$ cat src/rtl/song_seq_pkg.sv
// rtl/song_seq_pkg.sv - shared types and note-entry field constants for song_sequencer
package song_seq_pkg;

  typedef enum logic [2:0] {
    S_IDLE,
    S_FETCH,
    S_LOAD,
    S_NOTE,
    S_GAP
  } state_t;

  // Entry layout is {dur, hp}; hp sits at the bottom, dur directly above it.
  localparam int HP_LSB  = 0;
  localparam int END_DUR = 0;
  localparam int REST_HP = 0;

endpackage

$ cat src/rtl/tick_divider.sv
// rtl/tick_divider.sv - enabled clock divider emitting one tick every TICK_DIV enabled cycles
module tick_divider #(
  parameter int TICK_DIV = 20910
) (
  input  logic i_clk,
  input  logic i_rst,
  input  logic i_clr,
  input  logic i_en,
  output logic o_tick
);

  localparam int DIV_W = (TICK_DIV > 1) ? $clog2(TICK_DIV) : 1;

  logic [DIV_W-1:0] r_cnt;
  logic             w_wrap;

  assign w_wrap = (r_cnt == DIV_W'(TICK_DIV - 1));
  assign o_tick = i_en & ~i_clr & w_wrap;

  always_ff @(posedge i_clk or posedge i_rst) begin
    if (i_rst) begin
      r_cnt <= '0;
    end else if (i_clr) begin
      r_cnt <= '0;
    end else if (i_en) begin
      r_cnt <= w_wrap ? '0 : r_cnt + 1'b1;
    end
  end

endmodule

$ cat src/rtl/song_sequencer.sv
// rtl/song_sequencer.sv - note-table walker driving the tone generator gate and half-period
// SONG_SEQUENCER_LOOP_EN: restart from entry 0 at end of song instead of returning to idle.
module song_sequencer
  import song_seq_pkg::*;
#(
  parameter int ADDR_W    = 6,
  parameter int HP_W      = 15,
  parameter int DUR_W     = 8,
  parameter int TICK_DIV  = 20910,
  parameter int GAP_TICKS = 1
) (
  input  logic                    i_clk,
  input  logic                    i_rst,
  input  logic                    i_play,
  input  logic                    i_stop,
  output logic [ADDR_W-1:0]       o_rom_addr,
  input  logic [DUR_W+HP_W-1:0]   i_rom_data,
  output logic [HP_W-1:0]         o_half_period,
  output logic                    o_tone_en,
  output logic                    o_busy,
  output logic                    o_done
);

  localparam int DUR_LSB = HP_LSB + HP_W;
  localparam int GAP_W   = (GAP_TICKS > 0) ? $clog2(GAP_TICKS + 1) : 1;

  state_t             r_state, w_state_n;
  logic [ADDR_W-1:0]  r_addr, w_addr_n;
  logic [HP_W-1:0]    r_hp, w_hp_n;
  logic [DUR_W-1:0]   r_rem, w_rem_n;
  logic [GAP_W-1:0]   r_gap, w_gap_n;
  logic               r_tone, w_tone_n;
  logic               r_done, w_done_n;
  logic               w_div_clr, w_div_en, w_tick;
  logic               w_adv, w_end;
  logic [HP_W-1:0]    w_hp;
  logic [DUR_W-1:0]   w_dur;

  assign w_hp  = i_rom_data[HP_LSB +: HP_W];
  assign w_dur = i_rom_data[DUR_LSB +: DUR_W];

  tick_divider #(.TICK_DIV(TICK_DIV)) u_tick_divider (
    .i_clk  (i_clk),
    .i_rst  (i_rst),
    .i_clr  (w_div_clr),
    .i_en   (w_div_en),
    .o_tick (w_tick)
  );

  always_comb begin
    w_state_n = r_state;
    w_addr_n  = r_addr;
    w_hp_n    = r_hp;
    w_rem_n   = r_rem;
    w_gap_n   = r_gap;
    w_tone_n  = r_tone;
    w_done_n  = 1'b0;
    w_div_clr = 1'b0;
    w_div_en  = 1'b0;
    w_adv     = 1'b0;
    w_end     = 1'b0;

    unique case (r_state)
      S_IDLE: begin
        w_addr_n = '0;
        w_tone_n = 1'b0;
        if (i_play) w_state_n = S_FETCH;
      end
      S_FETCH: w_state_n = S_LOAD;
      S_LOAD: begin
        if (w_dur == DUR_W'(END_DUR)) begin
          w_end = 1'b1;
        end else begin
          w_hp_n    = w_hp;
          w_rem_n   = w_dur;
          w_div_clr = 1'b1;
          w_tone_n  = (w_hp != HP_W'(REST_HP));
          w_state_n = S_NOTE;
        end
      end
      S_NOTE: begin
        w_div_en = 1'b1;
        if (w_tick) begin
          w_rem_n = r_rem - 1'b1;
          if (r_rem == DUR_W'(1)) begin
            w_tone_n = 1'b0;
            if (GAP_TICKS > 0) begin
              w_gap_n   = '0;
              w_state_n = S_GAP;
            end else begin
              w_adv = 1'b1;
            end
          end
        end
      end
      S_GAP: begin
        w_div_en = 1'b1;
        if (w_tick) begin
          if (r_gap == GAP_W'(GAP_TICKS - 1)) w_adv = 1'b1;
          else                                 w_gap_n = r_gap + 1'b1;
        end
      end
      default: w_state_n = S_IDLE;
    endcase

    // The last table slot ends the song rather than wrapping back to entry 0.
    if (w_adv) begin
      if (r_addr == '1) begin
        w_end = 1'b1;
      end else begin
        w_addr_n  = r_addr + 1'b1;
        w_state_n = S_FETCH;
      end
    end

    if (w_end) begin
      w_done_n = 1'b1;
      w_addr_n = '0;
`ifdef SONG_SEQUENCER_LOOP_EN
      w_state_n = S_FETCH;
`else
      w_state_n = S_IDLE;
`endif
    end

    if (i_stop) begin
      w_state_n = S_IDLE;
      w_tone_n  = 1'b0;
      w_addr_n  = '0;
      w_done_n  = 1'b0;
    end
  end

  always_ff @(posedge i_clk or posedge i_rst) begin
    if (i_rst) r_state <= S_IDLE;
    else       r_state <= w_state_n;
  end

  always_ff @(posedge i_clk or posedge i_rst) begin
    if (i_rst) begin
      r_addr <= '0;
      r_hp   <= '0;
      r_rem  <= '0;
      r_gap  <= '0;
      r_tone <= 1'b0;
      r_done <= 1'b0;
    end else begin
      r_addr <= w_addr_n;
      r_hp   <= w_hp_n;
      r_rem  <= w_rem_n;
      r_gap  <= w_gap_n;
      r_tone <= w_tone_n;
      r_done <= w_done_n;
    end
  end

  assign o_rom_addr    = r_addr;
  assign o_half_period = r_hp;
  assign o_tone_en     = r_tone;
  assign o_busy        = (r_state != S_IDLE);
  assign o_done        = r_done;

endmodule

$ cat config.mk
export PLATFORM = sky130hd
export DESIGN_NAME = song_sequencer
export DESIGN_NICKNAME = d
export VERILOG_FILES = /design/src/rtl/song_seq_pkg.sv /design/src/rtl/tick_divider.sv /design/src/rtl/song_sequencer.sv
export SDC_FILE = /design/constraint.sdc
export NUM_CORES = 1
export LEC_CHECK = 0
export BUFFER_PORTS_ARGS = -buffer_cell sky130_fd_sc_hd__buf_2
export CAP_MARGIN = 20
export CORE_MARGIN = 4
export CORE_UTILIZATION = 45
export DETAILED_ROUTE_END_ITERATION = 10
export PLACE_DENSITY = 0.68
export SYNTH_ARGS = -nofsm -noshare
export SYNTH_HDL_FRONTEND = slang
export SYNTH_SLANG_ARGS = --single-unit
export TNS_END_PERCENT = 30
$ cat constraint.sdc
create_clock -name i_clk -period 1.76 [get_ports i_clk]
set_input_delay 0.176 -clock i_clk [delete_from_list [all_inputs] [get_ports i_clk]]
set_output_delay 0.176 -clock i_clk [all_outputs]
set_load 0.1 [all_outputs]
[Word-level counts from Yosys, hierarchy flattened]
Cells that the tools add are included.
Word-level totals
  bits in registers: 50
  latch bits: 0
  bits in writable memories: 0
  memory bits (read-only): 0
  input port bits: 27
  output and inout bits: 24
  word-level logic and storage cells: 83
  memories kept: 0
Cells by class
  add/sub/neg operators: 4
  $mul: 0
  div/mod/pow operators: 0
  order comparisons: 0
  equality and inequality tests: 14
  shifts and indexed selects: 0
  muxes and demuxes: 40
  bitwise operators: 4
  reduce and logical (&&, ||, !) cells: 13
Operator list (number)
  2-to-1 mux 15 bit: 3
  2-to-1 mux 6 bit: 5
  2-to-1 mux 3 bit: 8
  2-to-1 mux 1 bit: 18
  2-to-1 mux 8 bit: 2
  one-hot mux 8 bit (2 select lines): 1
  adder 15 x 1 -> 15 bit, second input constant: 1
  == test 15 bit, second input constant: 1
  one-hot mux 3 bit (5 select lines): 1
  nonzero test 15 bit: 1
  == test 8 x 1 -> 1 bit, second input constant: 1
  zero test 8 bit: 1
  AND reduction 4 bit: 2
  subtractor 8 x 1 -> 8 bit, second input constant: 1
  adder 6 x 1 -> 6 bit, second input constant: 1
  == test 3 x 2 -> 1 bit, second input constant: 2
  == test 6 bit, second input constant: 1
  inequality test 3 bit, second input constant: 2
  nonzero test 2 bit: 3
  inequality test 2 x 1 -> 1 bit, second input constant: 2
  inequality test 2 bit, second input constant: 2
  nonzero test 4 bit: 1
  == test 3 x 1 -> 1 bit, second input constant: 1
  == test 3 bit, second input constant: 1
  11 further kinds: 13

[Logic depth before layout (Yosys ltp)]
Gate-level depths: netlist of the first run.
  depth in word-level cells: 12
  gate-level depth with buffers: 7
  mapped depth without buffers: 6

[Hierarchy]
A second synthesis of the first run with hierarchy kept.
Second synthesis, totals
  cell total of the unflattened synthesis: 310
  area total of the unflattened synthesis: 2800.2 um^2
Modules (own cells, without submodules)
  song_sequencer: instances 1, cells each 205, area each 1844.3 um^2, sequential area each 850.8 um^2
  tick_divider: instances 1, cells each 105, area each 955.9 um^2, sequential area each 375.4 um^2

[Worst setup path after synthesis of the first run]
No wires, ideal clock.
  kind: flip-flop to flip-flop
  from: register r_addr[0], in the netlist o_rom_addr[0]
  to: register r_addr[4], in the netlist o_rom_addr[4]
  setup time: 0.081 ns
  arrival time: 2.036 ns
  data required time: 1.679 ns
  slack: -0.357 ns
  cell stages (with the launch flop): 5
  buffers on the path: 0
  clock period less this slack: 2.117 ns
  path through: dfrtp_1 > ha_1 > nand4_1 > or4b_1 > a21oi_1
On the way
  word-level cells in the longest chain between the ends: 5
  elaborated cells on any way between the ends: 8
  those cells by class: 1 x add/sub; 1 x eq/ne; 6 x mux
Ends and longest elaborated chain
  from (decl): line song_sequencer.sv:28  | logic [ADDR_W-1:0] r_addr, w_addr_n;
  from (signal assigned): line song_sequencer.sv:148  | r_addr <= w_addr_n;
  adder 6 x 1 -> 6 bit / == test 6 bit (equally long branches): line song_sequencer.sv:111, song_sequencer.sv:108
  2-to-1 mux 6 bit / 2-to-1 mux 1 bit (equally long branches): line song_sequencer.sv:108  | if (r_addr == '1) begin
  2-to-1 mux 6 bit / 2-to-1 mux 1 bit (equally long branches): line song_sequencer.sv:107  | if (w_adv) begin
  2-to-1 mux 6 bit (*): line song_sequencer.sv:116  | if (w_end) begin
  2-to-1 mux 6 bit (*): line song_sequencer.sv:126  | if (i_stop) begin
  net w_addr_n[4]: line song_sequencer.sv:28
Mark *: on every way through the listed nets, which the timed path passes. The rest lies on a longest branch.
A chain may end at the register's enable or synchronous reset.

[Worst setup path after layout of the first run]
  from: register u_tick_divider.r_cnt[1]
  to: register r_rem[0]
On the way
  word-level cells in the longest chain between the ends: 4
Ends and longest elaborated chain
  from (decl): line tick_divider.sv:14  | logic [DIV_W-1:0] r_cnt;
  from (signal assigned): line tick_divider.sv:26  | r_cnt <= w_wrap ? '0 : r_cnt + 1'b1;
  == test 15 bit: line tick_divider.sv:17  | assign w_wrap = (r_cnt == DIV_W'(TICK_DIV - 1));
  AND 1 bit: line tick_divider.sv:18  | assign o_tick = i_en & ~i_clr & w_wrap;
  inequality test 2 x 1 -> 1 bit (no line)
  AND reduction 3 bit (no line)
  to (signal assigned): line song_sequencer.sv:150  | r_rem <= w_rem_n;
  to (decl): line song_sequencer.sv:30  | logic [DUR_W-1:0] r_rem, w_rem_n;
Every way passes these cells.

==> metrics.txt, run 1 <==
Slew headroom=65.8%; drt initial violations=217; crit path kind=reg -> reg; Routed WL per cell=16.3 µm; Synthesized Nets=319; Die H=86.9 µm; FP Rows=28; I/O Buffers=50; Yosys Warn Count=0; setup tns final=-0.663 ns; post-synthesis sequential area ratio=43.8%; final hold violations=0; DIE AREA=7550 µm²; Slew @ Worst Pin=0.508 ns; commonest non-fill, non-tap cell in the layout=buf_4; vias in the first global route=2705; xor/xnor cell area share of the yosys netlist=0%; Area Growth Syn to Fin=33.8%; clk_skew=0.00769 ns; Arrival @ worst endpoint=2.06 ns; fill count=518; area of the mapped netlist=2800 µm²; Final min period=1.86 ns; Post-synth EDFFs=0; clock latency on the worst-skew pair=0.31 ns; crit-path cells=inv_1, ha_2, and4bb_2, and4_4, mux2_4, a221o_1; Worst-path clk slew=0.10 ns; Max-cap violations=0; drt pass-1 iters=4; Final Instance Count excl. Fillers=465; worst-case clock buffer depth=2; slowest CP cell=dfrtp_1; DP HPWL=5760 µm; Root Driver=clkbuf_8; Critical Path End Type=flip-flop; fmax=539 MHz; Critical Path Start Type=flip-flop; Synth async-reset ratio=100%; Nets=421; Vias/cell=5.88; first-pass GRT wire length=12500 µm; Syn Area/Cell=9.76 µm²; Total Power=4.26 mW; GRT Total Usage=20.5%; CTS Buf Count=5; worst hold slack=0.0764 ns; Routed Antenna Nets=0; reg2reg start=u_tick_divider.r_cnt[1]; critical path depth=6; layout cell share with drive strength beyond 1=42.3%; Max stage delay on crit path=0.41 ns; RSZ-0062 raised after global routing=true; mux cell area share after synthesis=7.19%; critical path data required time=1.96 ns; delay-heaviest family, CP=simple AND/OR/NAND/NOR gates; I/O pin total=51; Worst Setup SP=u_tick_divider.r_cnt[1]; dpl cells=454; Core ar.=5990 µm²; Lkg Pwr=1.67 nW; Final Max Tran Viols=0; adder-cell share of the synthesized area=2.23%; DRC viols=0; Simple-Gate Fraction of Synth Area=24.3%; Worst R2R End=r_rem[0]; # diodes=0; post-synthesis compound-gate area fraction=17.6%; main combinational cell family by area after synthesis=simple AND/OR/NAND/NOR gates; largest net degree at the start of global routing=23; grt total ovfl=0; H-tree levels=2; TritonCTS clock tree=done; clock sinks=49; failing checks=negative setup slack; Max Fanout on Critical Path=3; final worst path period share=106%; Setup WS post-layout=-0.0970 ns; commonest non-fill, non-tap cells in the layout=buf_4 (58), buf_2 (49), dfrtp_1 (46); die width=86.9 µm; Synth Register Bits=49; initial core utilization=46.8%; Power Density=1140 nW/µm²; Critical Path End=r_rem[0]; status=finished with violations; maximum VDD drop=1250 µV; initial antenna violation count=0; Synth cell types=58; Worst Hold Class=in -> reg; cells on worst reg2reg path=6; via count=2733; final setup fails=13; CP bufs+invs=1; DRT Wirelength=7570 µm; routability cong.=0.946; R2R setup slack=-0.1 ns; Gate Count Post-Synth=287; top_reg_cell synth=dfrtp_1
==> per-layer routing <==
| layer | share of wire, % | vias up | track usage, % |
|---|---|---|---|
| li1 | - | 1312 | - |
| met5 | 0 | - | 0 |
| met2 | 49 | 75 | 34.6 |
| met3 | 4.5 | 8 | 2.84 |
| met4 | 0.95 | 0 | 6.09 |
| met1 | 45 | 1338 | 27.2 |
==> synthesized netlist by cell type, types with 3 or more instances <==
library cell | n | area [µm²]
dfrtp_1 | 49 | 1230
or4_1 | 9 | 67.6
o22ai_1 | 3 | 18.8
clkbuf_1 | 4 | 15.0
or3_1 | 8 | 50.1
a31oi_1 | 18 | 113
buf_4 | 3 | 22.5
o211ai_1 | 7 | 52.6
nand2_1 | 20 | 75.1
a21oi_1 | 14 | 70.1
nand3_1 | 20 | 100
o311ai_0 | 3 | 26.3
inv_1 | 11 | 41.3
nor3_1 | 4 | 20.0
and3_1 | 4 | 25.0
nand4_1 | 7 | 43.8
nor4_1 | 9 | 56.3
nor2_1 | 15 | 56.3
buf_2 | 9 | 45.0
nand3b_1 | 3 | 22.5
and4_1 | 4 | 35.0
mux2_2 | 15 | 169
ha_1 | 5 | 62.6
==> what timing repair did <==
item                                    4_1_cts  5_1_grt
gates resized for setup                      12       18
endpoints found under the setup margin       19       28
hold endpoints to repair                     20        0
hold buffers                                  1        0
gates cloned                                  0        0
setup buffers                                 2        0
pin swaps                                     7       12
==> logic make-up after synthesis <==
kind of cell,after synthesis
buffers and inverters,29
AOI/OAI and AO/OA,70
adders and majority gates,5
DFF,49
muxes,18
and+or+nand+nor,116
==> area by class of cell <==
cell class	count	area, µm²	area share (%)
multi-input cells	209	1550	41.2
flip-flops and latches	49	1230	32.8
repair buffers	113	747	19.9
well taps	75	93.8	2.50
clock buffers	5	68.8	1.84
inverters	11	41.3	1.10
clock inverters	3	21.3	0.568
==> worst reg2reg max path, cell delays in order (launching register included) <==
cell,delay [ns]
dfrtp_1,0.41
inv_1,0.07
ha_2,0.15
and4bb_2,0.28
and4_4,0.26
mux2_4,0.30
a221o_1,0.29
==> registers in the layout (all words and copies together), names as in the netlist <==
name	cells
o_half_period	15
r_state	3
o_done	1
o_rom_addr	6
o_tone_en	1
r_rem	8
u_tick_divider.r_cnt	15
==> power breakdown <==
group          internal [mW]  switching, mW
clock network          0.283          0.405
registers               1.39          0.198
logic                  0.586           1.39
==> stage by stage <==
stage	cell area, µm²	util, %	worst slack [ns]
after global placement	3500	58.5	-0.0461
after detailed placement	3500	58.5	-0.0825
after global routing	3750	62.6	-0.154
after floorplan	2810	-	-0.222
after CTS	3660	61.0	-0.0729
final	3750	62.6	-0.0970
==> how the worst min path moves through the flow <==
stage               startpoint                end  slack [ns]  depth (start not counted)
detailed placement       i_rst  o_half_period[11]        0.22                          2
global placement         i_rst  o_half_period[11]        0.22                          2
finish                  i_stop             o_done        0.08                          2
floorplan               i_stop             o_done        0.24                          1
CTS                     i_stop             o_done        0.07                          2
global route            i_stop             o_done        0.09                          2
Note: power is estimated with default switching activity, not from simulation.
==> run 2: changes to the inputs <==
- HOLD_SLACK_MARGIN: unset -> 0.08
==> run 2 against run 1 <==
The flow still finishes with violations (negative setup slack); via count is 0.33% higher; combinational power hardly changed; first-iteration DRC count is 6.0% lower; global-route usage stayed put; die area stayed put; clock power hardly changed; sequential share of layout area is 0.087 points lower.
==> metrics.txt, run 2 (synthesized netlist as in run 1, its figures left out) <==
Routed Antenna Nets=0 (unchanged); first-pass GRT wire length=12500 µm (about the same); via count=2742 (+0.33%); H-tree levels=2 (unchanged); fmax=537 MHz (-0.35%); slowest CP cell=dfrtp_1; fin area=3760 µm² (+0.27%); DRC viols=0 (unchanged); Core ar.=5990 µm² (unchanged); Max-cap violations=0 (unchanged); Die H=86.9 µm (unchanged); TritonCTS clock tree=done; drt initial violations=204 (-6.0%); Slew headroom=65.9% (about the same); final hold violations=0 (unchanged); clock latency on the worst-skew pair=0.30 ns (about the same); fill count=513 (-0.97%); DP HPWL=5760 µm (unchanged); Power Density=1130 nW/µm² (-0.17%); status=finished with violations; Root Driver=clkbuf_8; Final min period=1.86 ns (+0.00652 ns); commonest non-fill, non-tap cells in the layout=buf_4 (58), buf_2 (49), dfrtp_1 (46); crit path kind=reg -> reg; Lkg Pwr=1.67 nW (+0.25%); initial core utilization=46.8% (unchanged); final setup fails=14 (+1); Setup WS post-layout=-0.103 ns (-0.00652 ns); routability cong.=0.946 (unchanged); failing checks=negative setup slack; Area Growth Syn to Fin=34.1%; Max Fanout on Critical Path=3 (unchanged); commonest non-fill, non-tap cell in the layout=buf_4; Worst-path clk slew=0.10 ns (about the same); CTS Buf Count=5 (unchanged); Critical Path End Type=flip-flop; Vias/cell=5.88 (+0.11%); DRT Wirelength=7590 µm (+0.26%); placed cell areas=3500 µm² (unchanged); pre-CTS WS=-0.0825 ns (unchanged); layout cell share with drive strength beyond 1=42.2% (-0.11 points); final worst path period share=106% (+0.37 points); maximum VDD drop=1250 µV (+0.16%); FP Rows=28 (unchanged); GRT Total Usage=20.5% (unchanged); # diodes=0 (unchanged); die width=86.9 µm (unchanged); RSZ-0062 raised after global routing=true; vias in the first global route=2709 (+0.15%); Nets=422 (+0.24%); drt pass-1 iters=5 (+1); Max stage delay on crit path=0.41 ns (about the same); Slew @ Worst Pin=0.507 ns (-0.000924 ns); Arrival @ worst endpoint=2.06 ns (about the same); I/O pin total=51 (unchanged); clk_skew=0.00688 ns (-0.000805 ns); Final Max Tran Viols=0 (unchanged); DIE AREA=7550 µm² (unchanged); clock sinks=49 (unchanged); Routed WL per cell=16.3 µm (about the same); initial antenna violation count=0 (unchanged); critical path data required time=1.96 ns (about the same); Critical Path Start Type=flip-flop; largest net degree at the start of global routing=23 (unchanged); grt total ovfl=0 (unchanged); Total Power=4.26 mW (about the same); I/O Buffers=50 (unchanged); crit-path cells=inv_1, ha_2, and4bb_2, and4_4, mux2_4, a221o_1; worst-case clock buffer depth=2 (unchanged); Worst Hold Class=in -> reg
==> run 2: changes by cell type in the layout (fill, tap and decap cells not counted), sizes merged <==
cell	change
dlygate4sd3	+1
==> run 2: final timing paths <==
check,from,end,slack (ns),cells past startpoint
hold reg to reg,o_half_period[0],o_half_period[0],0.50,1
hold / removal,i_rom_data[4],o_half_period[4],0.11,2
min in group asynchronous,i_rst,o_half_period[11],0.43,3
setup / recovery,u_tick_divider.r_cnt[1],r_rem[0],-0.10,6
setup reg to reg,u_tick_divider.r_cnt[1],r_rem[0],-0.10,6
max in group asynchronous,i_rst,o_rom_addr[0],0.75,4
==> run 2: report_power, final <==
group | switching [mW] | internal [mW]
Clock | 0.404 | 0.283
Combinational | 1.39 | 0.587
Sequential | 0.197 | 1.39
==> run 2: layout make-up <==
class | instances | area, µm² | area share (%)
Sequential cell | 49 | 1230 | 32.7
Tap cell | 75 | 93.8 | 2.50
Clock buffer | 5 | 68.8 | 1.83
Timing Repair Buffer | 114 | 757 | 20.1
Multi-Input combinational cell | 209 | 1550 | 41.1
Inverter | 11 | 41.3 | 1.10
Clock inverter | 3 | 21.3 | 0.566
==> run 2: metrics by stage <==
stage / instances / setup TNS, ns / util, % / hold slack, ns
after detailed placement: 454 / -1.17 / 58.5 / 0.218
final: 466 / -0.719 / 62.7 / 0.111
after CTS: 466 / -0.489 / 61.2 / 0.111
after global routing: 466 / -2.01 / 62.7 / 0.109
after global placement: 454 / -0.370 / 58.5 / 0.217
after floorplan: 287 / -0.435 / - / 0.239
==> run 2: timing repair <==
item                                    4_1_cts  5_1_grt
hold buffers                                  2        0
hold endpoints to repair                     21        0
endpoints found under the setup margin       19       28
buffers inserted                              2        0
pin swaps                                     7       12
resized for setup                            12       18
==> run 2: critical path, delay by kind of cell, from the launching register on <==
| family | cells | cell delay (ns) |
|---|---|---|
| compound gates | 1 | 0.29 |
| fa+ha+maj | 1 | 0.15 |
| buf+inv | 1 | 0.07 |
| flops | 1 | 0.41 |
| mux | 1 | 0.30 |
| simple gates | 2 | 0.54 |
==> run 2: routing by layer <==
layer	GRT usage (%)	vias up	wire, µm
li1	-	1315	-
met3	2.84	10	294
met4	6.09	0	83
met1	27.2	1348	3470
met2	34.6	69	3750
met5	0	-	0
